**src/rtl/uart_tx_param_pkg.sv**
```systemverilog
`default_nettype none
// +----------------------------------------------------------------------------+
// | Package     : uart_tx_param_pkg                                            |
// | Description : Shared definitions for the parametrised UART transmitter:    |
// |               FSM state encoding, parity-mode constants and a clog2 helper |
// |               usable in constant expressions.                              |
// | Revision    : 1.0 - initial release                                        |
// +----------------------------------------------------------------------------+
package uart_tx_param_pkg;

  typedef enum logic [2:0] {
    ST_IDLE   = 3'd0,
    ST_START  = 3'd1,
    ST_DATA   = 3'd2,
    ST_PARITY = 3'd3,
    ST_STOP   = 3'd4
  } tx_state_t;

  localparam int c_PARITY_NONE = 0;
  localparam int c_PARITY_EVEN = 1;
  localparam int c_PARITY_ODD  = 2;

  // Smallest r with 2**r >= value (value >= 1).
  function automatic int clog2(input int value);
    int r;
    r = 0;
    for (int i = 0; i < 31; i++) begin
      if ((1 << i) < value) r = i + 1;
    end
    return r;
  endfunction

endpackage
`default_nettype wire

```
**src/rtl/uart_tx_param_baud_tick.sv**
```systemverilog
`default_nettype none
// +----------------------------------------------------------------------------+
// | Module      : uart_baud_tick                                               |
// | Description : Baud counter. Emits a 1-clk tick in the last clk of every    |
// |               CLKS_PER_BIT-clk bit period. restart synchronously holds the |
// |               count at zero so the next period starts cleanly.             |
// | Ports       : clk, rst (async, active high), restart (sync), tick          |
// | Revision    : 1.0 - initial release                                        |
// +----------------------------------------------------------------------------+
module uart_baud_tick
  import uart_tx_param_pkg::*;
#(
  parameter int CLKS_PER_BIT = 16
) (
  input  logic clk,
  input  logic rst,
  input  logic restart,
  output logic tick
);

  localparam int c_CW = clog2(CLKS_PER_BIT);
  localparam logic [c_CW-1:0] c_MAX = c_CW'(CLKS_PER_BIT - 1);

  logic [c_CW-1:0] r_cnt;

  assign tick = (r_cnt == c_MAX);

  always_ff @(posedge clk or posedge rst) begin
    if (rst) begin
      r_cnt <= '0;
    end else if (restart || tick) begin
      r_cnt <= '0;
    end else begin
      r_cnt <= r_cnt + 1'b1;
    end
  end

endmodule
`default_nettype wire

```
**src/rtl/uart_tx_param.sv**
```systemverilog
`default_nettype none
// +----------------------------------------------------------------------------+
// | Module      : uart_tx_param                                                |
// | Description : Parametrised UART transmitter (start, DATA_BITS LSB first,   |
// |               optional parity, STOP_BITS stop bits) with valid/ready input |
// |               handshake allowing gap-free back-to-back frames.             |
// | Macro       : UART_TX_PARITY_EN - enables the parity bit (PARITY_MODE)     |
// | Ports       : clk, rst (async, active high), en (low aborts to idle)       |
// |               txValid/txIn/txReady - producer handshake                    |
// |               busy - frame in progress, done - last clk of final stop bit  |
// |               txOut - serial line, idle high                               |
// | Revision    : 1.0 - initial release                                        |
// +----------------------------------------------------------------------------+
module uart_tx_param
  import uart_tx_param_pkg::*;
#(
  parameter int DATA_BITS    = 8,
  parameter int CLKS_PER_BIT = 16,
  parameter int STOP_BITS    = 1,
  parameter int PARITY_MODE  = 0
) (
  input  logic                 clk,
  input  logic                 rst,
  input  logic                 en,
  input  logic                 txValid,
  input  logic [DATA_BITS-1:0] txIn,
  output logic                 txReady,
  output logic                 busy,
  output logic                 done,
  output logic                 txOut
);

  localparam int c_BW = clog2(DATA_BITS);
  localparam logic [c_BW-1:0] c_LAST_DATA = c_BW'(DATA_BITS - 1);
  localparam logic [c_BW-1:0] c_LAST_STOP = c_BW'(STOP_BITS - 1);

`ifdef UART_TX_PARITY_EN
  localparam bit c_HAS_PARITY = (PARITY_MODE != c_PARITY_NONE);
`else
  // PARITY_MODE is deliberately ignored in this build.
  localparam bit c_HAS_PARITY = 1'b0 & (PARITY_MODE != c_PARITY_NONE);
`endif

  tx_state_t            r_state, w_state_nxt;
  logic [DATA_BITS-1:0] r_shreg, w_shreg_nxt;
  logic [c_BW-1:0]      r_bitcnt, w_bitcnt_nxt;
  logic                 w_tick;
  logic                 w_restart;
  logic                 w_last_stop;
  logic                 w_accept;
  logic                 w_par_bit;
  logic                 w_tx;

  // Counter is held at zero while idle or disabled; all other state changes
  // happen on a tick, where the counter wraps to zero by itself.
  assign w_restart = (r_state == ST_IDLE) || !en;

  uart_baud_tick #(
    .CLKS_PER_BIT (CLKS_PER_BIT)
  ) u_baud (
    .clk     (clk),
    .rst     (rst),
    .restart (w_restart),
    .tick    (w_tick)
  );

  assign w_last_stop = (r_state == ST_STOP) && w_tick && (r_bitcnt == c_LAST_STOP);
  // rst gating keeps txReady low for the whole reset window even with en high.
  assign txReady     = en && !rst && ((r_state == ST_IDLE) || w_last_stop);
  assign done        = en && w_last_stop;
  assign busy        = (r_state != ST_IDLE);
  assign w_accept    = txValid && txReady;
  assign txOut       = w_tx;

`ifdef UART_TX_PARITY_EN
  logic r_par;

  // Parity is computed from the word as it is accepted.
  always_ff @(posedge clk or posedge rst) begin
    if (rst) begin
      r_par <= 1'b0;
    end else if (w_accept) begin
      r_par <= (PARITY_MODE == c_PARITY_EVEN) ? ^txIn : ~^txIn;
    end
  end

  assign w_par_bit = r_par;
`else
  assign w_par_bit = 1'b1;
`endif

  always_ff @(posedge clk or posedge rst) begin
    if (rst) begin
      r_state  <= ST_IDLE;
      r_shreg  <= '0;
      r_bitcnt <= '0;
    end else begin
      r_state  <= w_state_nxt;
      r_shreg  <= w_shreg_nxt;
      r_bitcnt <= w_bitcnt_nxt;
    end
  end

  always_comb begin
    w_state_nxt  = r_state;
    w_shreg_nxt  = r_shreg;
    w_bitcnt_nxt = r_bitcnt;
    w_tx         = 1'b1;
    case (r_state)
      ST_IDLE: begin
        if (w_accept) begin
          w_state_nxt = ST_START;
          w_shreg_nxt = txIn;
        end
      end
      ST_START: begin
        w_tx = 1'b0;
        if (w_tick) begin
          w_state_nxt  = ST_DATA;
          w_bitcnt_nxt = '0;
        end
      end
      ST_DATA: begin
        w_tx = r_shreg[0];
        if (w_tick) begin
          w_shreg_nxt = {1'b0, r_shreg[DATA_BITS-1:1]};
          if (r_bitcnt == c_LAST_DATA) begin
            w_bitcnt_nxt = '0;
            w_state_nxt  = c_HAS_PARITY ? ST_PARITY : ST_STOP;
          end else begin
            w_bitcnt_nxt = r_bitcnt + 1'b1;
          end
        end
      end
      ST_PARITY: begin
        w_tx = w_par_bit;
        if (w_tick) begin
          w_state_nxt  = ST_STOP;
          w_bitcnt_nxt = '0;
        end
      end
      ST_STOP: begin
        // Bit counter is reused to count stop bits.
        if (w_tick) begin
          if (r_bitcnt == c_LAST_STOP) begin
            w_bitcnt_nxt = '0;
            if (w_accept) begin
              w_state_nxt = ST_START;
              w_shreg_nxt = txIn;
            end else begin
              w_state_nxt = ST_IDLE;
            end
          end else begin
            w_bitcnt_nxt = r_bitcnt + 1'b1;
          end
        end
      end
      default: begin
        w_state_nxt = ST_IDLE;
      end
    endcase
    // Disable aborts any frame; no word can be accepted in this cycle.
    if (!en) begin
      w_state_nxt  = ST_IDLE;
      w_shreg_nxt  = '0;
      w_bitcnt_nxt = '0;
    end
  end

endmodule
`default_nettype wire

```
**config.mk**
```make
export PLATFORM = sky130hd
export DESIGN_NAME = uart_tx_param
export DESIGN_NICKNAME = d
export VERILOG_FILES = /design/src/rtl/uart_tx_param_pkg.sv /design/src/rtl/uart_tx_param_baud_tick.sv /design/src/rtl/uart_tx_param.sv
export SDC_FILE = /design/constraint.sdc
export NUM_CORES = 1
export LEC_CHECK = 0
export CORE_ASPECT_RATIO = 1.2
export CORE_MARGIN = 2
export CORE_UTILIZATION = 30
export CTS_CLUSTER_DIAMETER = 150
export CTS_CLUSTER_SIZE = 25
export DETAILED_ROUTE_END_ITERATION = 6
export GPL_ROUTABILITY_DRIVEN = 0
export GPL_TIMING_DRIVEN = 1
export PLACE_DENSITY = 0.5
export SYNTH_ARGS = -nofsm -noshare
export SYNTH_HDL_FRONTEND = slang
export SYNTH_HIERARCHICAL = 1
export SYNTH_SLANG_ARGS = --single-unit
```
**constraint.sdc**
```tcl
create_clock -name clk -period 5.25 [get_ports clk]
set_clock_uncertainty 0.05 [all_clocks]
set_input_delay 1.05 -clock clk [delete_from_list [all_inputs] [get_ports clk]]
set_output_delay 1.05 -clock clk [all_outputs]
set_load 0.01 [all_outputs]
```
==> impl_metrics.yaml <==
floorplan:
  chipHeight_um: 69.84
  rows: 23
  die_x_um: 58.86
  dieArea_um2: 4110
  io-pin-count: 16
  initial_core_util_pct: 31.91
  core_area_um2: 3396
cts:
  cts_hold_buf: 0
  root_buffer: "clkbuf_8"
  htreeDepth: 1
  clk_pin_slew_ps: 70
  ctsResizeCount: 0
  cts_tree: "yes"
  cts_sinks: 18
  cts_made_buffers: 3
  postCtsSetupRepairBufs: 0
  clock_latency_ps: 250
  cts_buffer_depth: 2
final_layout:
  fin_nets: 139
  synthToLayoutAreaGrowth_pct: 19.40
  nFillCells: 359
  stdcell_area_um2: 1294
  regArea_um2: 450.4
  drive_gt1_share_pct: 14.88
  antenna_cells: 0
  multi_input_area_um2: 571.8
critical_path:
  slowest_stage: "clkdlybuf4s50_1"
  startpoint_type: "primary input"
  critPathKind: "primary input to output port"
  max_stage_delay_ps: 620
  path_cells: "clkdlybuf4s50_1, inv_1, nor3_1, clkdlybuf4s50_1"
  critPathRequiredTime_ps: 4150
  cp_max_fo: 12
  crit_top_cell: "clkdlybuf4s50_1"
  endpoint_kind: "output port"
  cp.arrival_ps: 2730
global_routing:
  grt_max_degree: 15
  grt_pass1_vias: 837
  grt_use_total_pct: 12.14
  grt_pass1_wl_mm: 3.822
  grt_antenna_before_repair: 0
  grt_overflow: 0
routing:
  first_pass_iters: 4
  wl_per_cell_um: 13.83
  wl_mm: 2.185
  via_per_inst: 5.259
  drc: 0
  routed-via-count: 831
  drt_first_iter_violations: 22
  drtAntennaViolNets: 0
timing:
  finalSetupViolations: 0
  finalHoldViolations: 0
  rsz0062_at_grt: "no"
  worst_pin_slew_ps: 668.6
  period_needed_ps: 3826
  slew_violations: 0
  fmax_mhz: 261.4
  relSlewSlack_pct: 55.34
  fin_setup_tns_ps: 0
  min_period_over_period_pct: 72.88
synth:
  synth_cell_types: 36
  synth.top_cell.area_share_pct: 41.57
  ys_ff_latch: 18
  mappedNetlistArea_um2: 1084
  async_flop_share_pct: 100.0
  yosysWarnings: 6
  netlist.top_cell.by_area: "dfrtp_1"
  synth_top_flop_cell: "dfrtp_1"
  synth_edf_count: 0
  yosysSeqAreaShare_pct: 41.57
  syn_avg_cell_area_um2: 10.03
  synth_area_leaders: "dfrtp_1 (42%), mux2_2 (7.3%), mux2i_1 (6.5%)"
  synthCells: 108
  synth.most_common_cell: "dfrtp_1"
  synth_nets: 124
  synthTopCellsByCount: "dfrtp_1 (18), nor2_1 (14), inv_1 (7), mux2_2 (7), mux2i_1 (7)"
hold_path:
  hold_class: "register to register"
pwr:
  leakage_uw: 0.0005562
  p_per_area_nw_per_um2: 220.7
  peakVddDrop_mv: 0.1214
placement:
  hpwl_mm: 1.627
  io_buffers: 15
  placedInstanceArea_um2: 1252
run:
  maxCapViolCount: 0
outcome:
  status: "complete, no violations"
where the power goes:
group	internal (µW)	total, µW	switching (µW)
clock	51.0	97.6	46.6
sequential	145	150	4.76
combinational	21.3	38.0	16.8
through the flow:
stage               setup slack, ps  hold slack [ps]  total power (µW)  util [%]  instances
global route                   1353            477.8             298.4     38.10        158
global placement               1443            428.7             191.3     36.88        155
floorplan                      2272            405.9             175.2         -        108
detailed placement             1427            428.1             191.4     36.88        155
finish                         1424            437.4             285.6     38.10        158
CTS                            1426            443.6             288.9     38.10        158
layout make-up:
class / count / share of cell area (%)
multi-input cells: 77 / 44.20
flip-flops and latches: 18 / 34.82
repair buffers: 16 / 12.19
well taps: 37 / 3.578
clock buffers: 3 / 3.191
inverters: 7 / 2.031
critical path: cells and delay by family:
family | cells | cell delay [ps]
buf+inv | 3 | 1440
simple gates | 1 | 240
cells in the final DEF (no fill, tap or decap):
| cell type | count |
|---|---|
| nor3_1 | 5 |
| nand2_1 | 3 |
| nand3b_1 | 1 |
| a31oi_1 | 1 |
| a311oi_1 | 2 |
| nor2_1 | 14 |
| nand3_1 | 3 |
| o32ai_1 | 1 |
| a21o_1 | 2 |
| or2_2 | 1 |
| ha_1 | 4 |
| mux2i_1 | 7 |
| o22ai_1 | 2 |
| a22oi_1 | 1 |
| xnor2_1 | 1 |
| o21ai_0 | 3 |
| dfrtp_1 | 18 |
| inv_1 | 7 |
| a211oi_2 | 1 |
| nand2b_1 | 3 |
| and3_2 | 1 |
| and2_1 | 1 |
| or3_1 | 1 |
| clkbuf_8 | 3 |
| and3_4 | 1 |
| o221ai_1 | 1 |
| nor3b_1 | 3 |
| or3b_2 | 2 |
| clkdlybuf4s50_1 | 15 |
| nor2b_1 | 1 |
| a2111oi_4 | 1 |
| a21oi_1 | 2 |
| buf_4 | 1 |
| o2bb2ai_1 | 1 |
| mux2_2 | 7 |
per-layer routing:
| layer | GRT usage, % | wire [µm] | part of all wire (%) |
|---|---|---|---|
| met1 | 15.49 | 981 | 45 |
| met2 | 19.14 | 1090 | 50 |
| met3 | 2.799 | 73 | 3.3 |
| met4 | 5.303 | 39 | 1.8 |
| met5 | 0 | 0 | 0 |
path summary, 6_finish.rpt:
kind                                            from                         to  slack (ps)  depth (start not counted)
setup / recovery                                  en                       done        1420                          4
hold / removal                r_shreg[7]$_DFFE_PP0P_     r_shreg[7]$_DFFE_PP0P_         440                          1
setup reg to reg           u_baud/r_cnt[0]$_DFF_PP0_     r_shreg[4]$_DFFE_PP0P_        2810                          6
hold reg to reg               r_shreg[7]$_DFFE_PP0P_     r_shreg[7]$_DFFE_PP0P_         440                          1
max in group asynchronous                        rst     r_state[0]$_DFFE_PP0P_        3550                          2
min in group asynchronous                        rst  u_baud/r_cnt[3]$_DFF_PP0_        1040                          2
registers in the layout, summed over array words and instances, names as in the netlist:
name          cells
u_baud/r_cnt      4
r_bitcnt          3
r_shreg           8
r_state           3
cells by family (layout without fill, tap and decap cells):
logic type | after synthesis | count (layout) | synth area share [%]
compound gates | 18 | 18 | 13.86
xor+xnor | 1 | 1 | 0.8085
fa+ha+maj | 4 | 4 | 4.619
buf+inv | 13 | 26 | 5.658
flops | 18 | 18 | 41.57
mux | 14 | 14 | 13.74
simple gates | 40 | 40 | 19.75
Note: power is estimated with default switching activity, not from simulation.
